## config.mk

```make
export PLATFORM = sky130hd
export DESIGN_NAME = bus_command_gen
export DESIGN_NICKNAME = d
export VERILOG_FILES = /design/src/rtl/bus_command_gen.sv
export SDC_FILE = /design/constraint.sdc
export NUM_CORES = 1
export LEC_CHECK = 0
export BUFFER_PORTS_ARGS = -buffer_cell sky130_fd_sc_hd__buf_2
export CORE_AREA = 2 2 39 41
export CTS_CLUSTER_DIAMETER = 120
export DETAILED_ROUTE_END_ITERATION = 7
export DIE_AREA = 0 0 41 43
export GPL_TIMING_DRIVEN = 0
export HOLD_SLACK_MARGIN = 0.1
export PLACE_DENSITY = 0.85
export SYNTH_ARGS = -nofsm -noshare
export SYNTH_HDL_FRONTEND = slang
export SYNTH_SLANG_ARGS = --single-unit
```

## constraint.sdc

```tcl
create_clock -name clock -period 5.2 [get_ports clock]
set_input_delay 0.26 -clock clock [delete_from_list [all_inputs] [get_ports clock]]
set_output_delay 0.26 -clock clock [all_outputs]
set_load 0.005 [all_outputs]
```

## src/rtl/bus_command_gen.sv

```systemverilog
// CPU bus command generator: turns raw CPU status (ALE/RD_N/WR_N/IO_OR_M/DT_OR_R)
// into registered memory/I-O command strobes, with I/O recovery spacing.
module bus_command_gen #(
   parameter int RECOVERY_CYCLES = 2
) (
   input  logic clock,
   input  logic reset,
   input  logic cpu_clock_posedge,
   input  logic cpu_clock_negedge,
   input  logic HLDA,
   input  logic ALE,
   input  logic RD_N,
   input  logic WR_N,
   input  logic IO_OR_M,
   input  logic DT_OR_R,
   output logic X_IO_OR_M,
   output logic R_OR_DT,
   output logic MEMR_N,
   output logic MEMW_N,
   output logic IOR_N,
   output logic IOW_N,
   output logic IO_E
);

   typedef enum logic [1:0] {IDLE, ADDR, CMD, RECOV} state_t;

   localparam logic [3:0] RECOV_LOAD = 4'(RECOVERY_CYCLES);

   state_t     state;
   state_t     state_next;
   logic [3:0] recov_cnt;
   logic       ale_hit;
   logic       cmd_req;
   logic       cmd_done;
   logic       latch;
   logic       hold;
   logic       io_cmd_end;

   // Only the strobe matching the latched direction counts, so RD_N/WR_N both low is safe.
   assign cmd_req  = R_OR_DT ? ~RD_N : ~WR_N;
   assign cmd_done = R_OR_DT ? RD_N : WR_N;

   // From IDLE a cycle only starts on a CPU falling edge; once busy, ALE restarts the cycle at once.
   assign ale_hit  = ALE && ((state != IDLE) || cpu_clock_negedge);

   always_comb begin
      state_next = state;
      latch      = 1'b0;
      if (HLDA) begin
         state_next = IDLE;
      end else if (ale_hit) begin
         state_next = ADDR;
         latch      = 1'b1;
      end else begin
         case (state)
            ADDR: begin
               if (cpu_clock_posedge) begin
                  if (X_IO_OR_M && (recov_cnt != 4'd0)) begin
                     state_next = RECOV;
                  end else if (cmd_req) begin
                     state_next = CMD;
                  end
               end
            end
            RECOV: begin
               if (cpu_clock_posedge && (recov_cnt <= 4'd1) && cmd_req) begin
                  state_next = CMD;
               end
            end
            CMD: begin
               if (cpu_clock_negedge && cmd_done) begin
                  state_next = IDLE;
               end
            end
            default: begin
            end
         endcase
      end
   end

   // Strobes assert one clock after entering CMD and release on the clock that leaves it.
   assign hold       = (state == CMD) && (state_next == CMD);
   assign io_cmd_end = (state == CMD) && (state_next != CMD) && X_IO_OR_M;

   always_ff @(posedge clock) begin
      if (reset) begin
         state     <= IDLE;
         X_IO_OR_M <= 1'b0;
         R_OR_DT   <= 1'b1;
         MEMR_N    <= 1'b1;
         MEMW_N    <= 1'b1;
         IOR_N     <= 1'b1;
         IOW_N     <= 1'b1;
         recov_cnt <= 4'd0;
      end else begin
         state <= state_next;
         if (latch) begin
            X_IO_OR_M <= IO_OR_M;
            R_OR_DT   <= ~DT_OR_R;
         end
         MEMR_N <= ~(hold && !X_IO_OR_M &&  R_OR_DT);
         MEMW_N <= ~(hold && !X_IO_OR_M && !R_OR_DT);
         IOR_N  <= ~(hold &&  X_IO_OR_M &&  R_OR_DT);
         IOW_N  <= ~(hold &&  X_IO_OR_M && !R_OR_DT);
         // Counting continues through HLDA; a freshly finished I/O command reloads it.
         if (io_cmd_end) begin
            recov_cnt <= RECOV_LOAD;
         end else if (cpu_clock_posedge && (recov_cnt != 4'd0)) begin
            recov_cnt <= recov_cnt - 4'd1;
         end
      end
   end

   assign IO_E = ((state == CMD) && X_IO_OR_M) || (state == RECOV);

endmodule

```

==> run metrics, run 1 <==
relative max-transition margin a little over two thirds; Crit Path Category register to register; RSZ-0062 raised after global routing false; Post-DRT Antenna Nets 0; depth of the CTS H-tree 1; worst reg-to-reg setup slack between 3 and 4 ns; number of port buffers 16; Syn Nets 81; largest vdd supply drop ~0.27 mV; Vias/cell around 5.4; fmax between 0.5 and 0.6 GHz; initial antenna violation count 0; DIE WIDTH 41 um; Post-CTS Resized 0; Synth Area in Compound Gates between 10 and 15%; CTS Hold Bufs 0; area growth from synthesis to layout 20.4%; status completed; Die Height around 43 um; grt total ovfl 0; final wirelength 1.26 mm; vias approximately 560; worst hold margin 0.219 ns; TritonCTS Buffers 3; Total GRT Usage 16.9%; Synth Area in Adders about 5.6%; CTS tree yes; diode count 0; Leak 0.315 nW; CTS sink count 12; initial core utilization 48.4%; worst skew pair latency around 0.27 ns; Final setup viols 0; Synth Area in Simple Gates 34.0%; Layout Nets ~100; dpl hpwl around 940 um; Req. time, crit path 5.37 ns; drc violations 0; Tightest Pin Transition about 0.45 ns; non-filler instance count after layout approximately 100; CTS clk-pin slew, worst paths about 0.080 ns; WP data arrival around 2 ns; Clock Root Buffer clkbuf_4; crit-path max FO 4; initial DRC count 6; class of the worst hold path primary input to register; Final GP Congestion between 0.7 and 0.8; min Tclk post-route 1.84 ns; CP max-delay cell dfxtp_1; power per cell area 387 nW/um2; Clock Skew 0.000983 ns; library cells used by synthesis 32; num rows 14; clk buf depth 2; startpoint types register; IO Count 17; crit-path cells inv_1 -> ha_1 -> nor3b_2 -> o221a_4 -> nor4_4 -> a2111oi_4 -> o21ba_1; fin. max-slew vios 0; drt wl/cell about 12 um; synthesized cell area ~670 um2; layout cells sized above 1 roughly a third; share of the yosys chip area belonging to registers 35.9%; placed instance count 100; Core ar. 1380 um2; post-synthesis mux area share approximately 3.7%; Tcrit/Tclk final between 30% and 40%; largest net degree at the start of global routing 9; final hold vios 0; first-pass GRT wire length 2.01 mm; largest family of logic cells by synthesized area simple AND/OR/NAND/NOR gates; Avg Inst Size Synth slightly below 10 um2; die footprint 1760 um2; number of global-route vias before repair 496; CP Capture Type register; Post-CTS Setup Repair Bufs 0; slowest stage delay, CP 0.35 ns; Max Cap Viol 0; Setup TNS Final 0 ns; Synth Warn # 0; drt first pass iters 4; Syn Inst Count 68; number of synthesized register bits 12; Post-Synth XOR/XNOR Area ~4%
[stage by stage]
step / total power, mW / setup WS, ns / cell area (um2) / utilization, %
floorplan: 0.216 / 3.49 / 669 / -
global placement: 0.234 / 3.40 / 769 / 55.6
detailed placement: 0.237 / 3.37 / 769 / 55.6
CTS: 0.314 / 3.35 / 806 / 58.2
global route: 0.336 / 3.22 / 806 / 58.2
finish: 0.312 / 3.36 / 806 / 58.2
[synthesized netlist by cell type]
library cell / number / area share, %
nand3_1: 3 / 2.2
mux2i_1: 1 / 1.5
mux2_4: 1 / 2.2
and3_2: 1 / 1.1
nor3_1: 5 / 3.7
nor3b_2: 2 / 3.7
ha_1: 3 / 5.6
a211oi_1: 1 / 1.1
xor2_1: 1 / 1.3
or3_2: 1 / 1.1
nor4_1: 2 / 1.9
nor3b_1: 2 / 2.2
nand4_1: 1 / 0.94
inv_1: 4 / 2.2
o221a_4: 1 / 3.0
o21ai_0: 2 / 1.5
or3b_2: 1 / 1.3
nand2_1: 4 / 2.2
o21ba_1: 1 / 1.5
o21a_1: 1 / 1.1
nor4_4: 1 / 3.2
nor2_1: 7 / 3.9
nand2b_1: 1 / 0.94
a21o_1: 1 / 1.1
o31ai_1: 1 / 1.1
nor3_2: 1 / 1.5
nand3b_1: 1 / 1.1
xnor2_1: 2 / 2.6
dfxtp_1: 12 / 36
and2b_4: 1 / 1.5
nand4b_1: 1 / 1.3
a2111oi_4: 1 / 4.1
[cells by family after synthesis]
family	Yosys count
flops	12
compound gates	9
simple gates	35
buf+inv	4
xor+xnor	3
mux	2
fa+ha+maj	3
[final cells by class]
| cell class | count | area, um2 |
|---|---|---|
| fillers | 121 | 578 |
| multi-input cells | 52 | 414 |
| flip-flops and latches | 12 | 240 |
| repair buffers | 16 | 80.1 |
| clock buffers | 4 | 36.3 |
| well taps | 16 | 20.0 |
| inverters | 4 | 15.0 |
[cell usage in the layout, fill, tap and decap left out, drive strengths merged, types with 2 or more instances in the layout]
cell type and count:
inv 4, nand2 4, nor3b 4, xnor2 2
nor4 3, nand3 3, o21ai 2, dfxtp 12
nor3 6, nor2 7, buf 16, clkbuf 4
ha 3
[state kept, by name, indices dropped and copies added, names as in the netlist]
name	cells
recov_cnt	4
R_OR_DT	1
MEMR_N	1
IOW_N	1
IOR_N	1
X_IO_OR_M	1
state	2
MEMW_N	1
[power by group]
part	total, mW	switching, mW	leakage [nW]	internal, mW
sequential	0.124	0.0163	0.0977	0.107
combinational	0.113	0.0568	0.196	0.0559
clock	0.0753	0.0327	0.0210	0.0426
total	0.312	0.106	0.315	0.206
[critical path: cells and delay by family, from the launching register on]
kind,cells,cell delay [ns]
buffers and inverters,1,0.09
flip-flops,1,0.35
AND/OR/NAND/NOR,2,0.45
adder cells (fa/ha/maj),1,0.21
AO/OA/AOI/OAI,3,0.64
[worst paths after layout]
kind,from,end,cells past startpoint
setup / recovery,recov_cnt[0]$_SDFFE_PP0P_,recov_cnt[1]$_SDFFE_PP0P_,7
hold / removal,IO_OR_M,X_IO_OR_M$_SDFFE_PP0P_,3
setup reg to reg,recov_cnt[0]$_SDFFE_PP0P_,recov_cnt[1]$_SDFFE_PP0P_,7
hold reg to reg,R_OR_DT$_SDFFE_PP1P_,MEMR_N$_SDFF_PP1_,1
[routing by layer]
metal	vias up	track usage, %	part of all wire (%)
li1	286	-	-
met1	254	20.2	45
met2	19	25.9	48
met3	4	4.71	4.7
met4	0	9.33	1.8
met5	-	0	0
Power figures use the tool's default switching activity.
==> run 2: changes to the inputs <==
--- a/config.mk
+++ b/config.mk
@@ -6,13 +6,12 @@
 export NUM_CORES = 1
 export LEC_CHECK = 0
 export BUFFER_PORTS_ARGS = -buffer_cell sky130_fd_sc_hd__buf_2
-export CORE_AREA = 2 2 39 41
+export CORE_UTILIZATION = 49
 export CTS_CLUSTER_DIAMETER = 120
 export DETAILED_ROUTE_END_ITERATION = 7
-export DIE_AREA = 0 0 41 43
 export GPL_TIMING_DRIVEN = 0
 export HOLD_SLACK_MARGIN = 0.1
-export PLACE_DENSITY = 0.85
+export PLACE_DENSITY = 0.84
 export SYNTH_ARGS = -nofsm -noshare
 export SYNTH_HDL_FRONTEND = slang
 export SYNTH_SLANG_ARGS = --single-unit
==> constraint.sdc (replaced) <==
create_clock -name clock -period 1.8 [get_ports clock]
set_input_delay 0.09 -clock clock [delete_from_list [all_inputs] [get_ports clock]]
set_output_delay 0.09 -clock clock [all_outputs]
set_load 0.005 [all_outputs]
==> run 2 against run 1 <==
Effect of this change:
- via count rose by 1.2%
- sequential share of layout area fell by 2.2 points
- count of clock-buffer cells in the layout did not move
- routed wire length rose by 18%
- sequential power rose to 3.2 times the previous value
- hold slack got worse by 0.049 ns
- power rose to 3.3 times the previous value
- final area rose by 11%
- fmax rose by 2.8%
- setup slack got worse by 3.3 ns
- first-iteration DRC count rose by 100%
- largest cell class unchanged
- largest power group is now combinational logic
- highest routed layer unchanged
==> run metrics, run 2 (synthesis gave the netlist of run 1 again) <==
Max Cap Viol 0; Vias/cell ~5.4; initial antenna violation count 0; worst reg2reg path startpoint recov_cnt[0]$_SDFFE_PP0P_; slowest stage delay, CP just under 0.5 ns; Top delay family on crit path compound AO/OA/AOI/OAI gates; Tcrit/Tclk final 99.1%; fmax roughly 0.56 GHz; top flop regs recov_cnt x4, state x2; Leak roughly 0.34 nW; grt total ovfl 0; fin. max-slew vios 0; Worst Hold Launch ALE; CTS tree yes; largest vdd supply drop roughly 1.0 mV; class of the worst hold path primary input to register; Clock Root Buffer clkbuf_4; drc violations 0; Total GRT Usage a little under a quarter; number of global-route vias before repair between 400 and 500; commonest non-fill, non-tap cell in the layout buf_2; initial DRC count 12; Crit Path Category register to register; number of port buffers 16; diode count 0; Clock Skew roughly 0.0018 ns; num rows 12; initial core utilization approximately 56%; Sequential Power Share 37.6%; clk buf depth 2; worst skew pair latency ~0.28 ns; depth of the CTS H-tree 1; final wirelength between 1 and 1.5 mm; Power Internal 671 uW; worst setup path startpoint recov_cnt[0]$_SDFFE_PP0P_; WP data arrival approximately 2.0 ns; Area after DPL between 700 and 800 um2; TritonCTS Buffers 3; area growth from synthesis to layout 33.5%; CTS clk-pin slew, worst paths 0.08 ns; relative max-transition margin approximately 57%; final hold vios 0; Net Sw Power about 370 uW; RSZ-0062 raised after global routing true; Layout Nets between 100 and 150; crit-path cells inv_4 -> ha_4 -> nor3b_4 -> o221a_4 -> nor4_4 -> a2111oi_4 -> o21ba_1; Largest Register recov_cnt; Final GP Congestion approximately 0.78; Gate power share between 40% and 50%; Final setup viols 0; die footprint 1520 um2; DIE WIDTH between 30 and 40 um; largest net degree at the start of global routing 9; CTS sink count 12; Core ar. 1190 um2; clock share of power between 20 and 25%; first-pass GRT wire length roughly 2.1 mm; switching portion of total power a little over a third; Setup TNS Final 0 ns; startpoint types register; crit-path max FO 4; Tightest Pin Transition 0.634 ns; commonest non-fill, non-tap cells in the layout 16 x buf_2, 9 x dfxtp_1, 7 x nor2_1, 4 x nand2_1; layout cells sized above 1 a little over two fifths; Post-DRT Antenna Nets 0; cell area after layout just under 900 um2; Die Height about 40 um; drt first pass iters 3; CP Buf/Inv Count 1; vias 570; Req. time, crit path roughly 2.0 ns; IO Count 17; drt wl/cell approximately 14 um; CP Capture Type register; CP max-delay cell a2111oi_4; min Tclk post-route about 1.8 ns; max reg flops 4; power per cell area about 1200 nW/um2; status completed
[run 2: changes by cell type in the layout (fill, tap and decap cells not counted), sizes merged]
cell	previous run	this run
dlygate4sd3	0	3
buf	16	17
[run 2: worst paths after layout]
kind	end	slack (ns)	cells past startpoint
setup / recovery	recov_cnt[1]$_SDFFE_PP0P_	0.02	7
hold reg to reg	IOR_N$_SDFF_PP1_	0.45	1
hold / removal	state[1]$_SDFF_PP0_	0.17	3
setup reg to reg	recov_cnt[1]$_SDFFE_PP0P_	0.02	7
[run 2: metal layers]
metal  track usage, %  share of wire (%)
met3             10.4                4.2
met5                0                  0
met1             28.1                 44
met4             11.2               0.87
met2             32.9                 51
[run 2: repair_timing]
action                                  in CTS  in global routing
gates cloned                                 0                  0
endpoints found under the setup margin       6                  8
setup buffers                                0                  1
endpoints found under the hold margin        6                  0
hold buffers                                 3                  0
pin swaps                                    3                  6
resized for setup                            4                 11
[run 2: tightest hold or removal path, delay by kind of cell]
family / cells / cell delay [ns]
buffers and inverters: 1 / 0.14
and+or+nand+nor: 2 / 0.19
[run 2: cell type report]
type	instances	area, um2
Fill cell	78	293
Tap cell	14	17.5
Multi-Input combinational cell	52	455
Timing Repair Buffer	20	118
Inverter	4	20.0
Clock buffer	4	36.3
Sequential cell	12	246
[run 2: power by group through the flow]
stage | Clock [mW] | Sequential (mW) | Combinational, mW
floorplan | 0 | 0.355 | 0.269
global route | 0.247 | 0.399 | 0.462
detailed placement | 0 | 0.364 | 0.329
global placement | 0 | 0.364 | 0.319
CTS | 0.228 | 0.362 | 0.338
finish | 0.224 | 0.392 | 0.426
[run 2: metrics by stage]
stage	power (mW)	instances	utilization [%]	hold slack (ns)	setup WS, ns
2_1_floorplan	0.623	68	-	0.162	0.0911
3_3_place_gp	0.682	98	64.7	0.322	-0.0394
3_5_place_dp	0.693	98	64.7	0.333	-0.0464
4_1_cts	0.927	105	71.5	0.161	0.0144
5_1_grt	1.11	106	75.3	0.162	-0.0477
6_report	1.04	106	75.3	0.170	0.0156
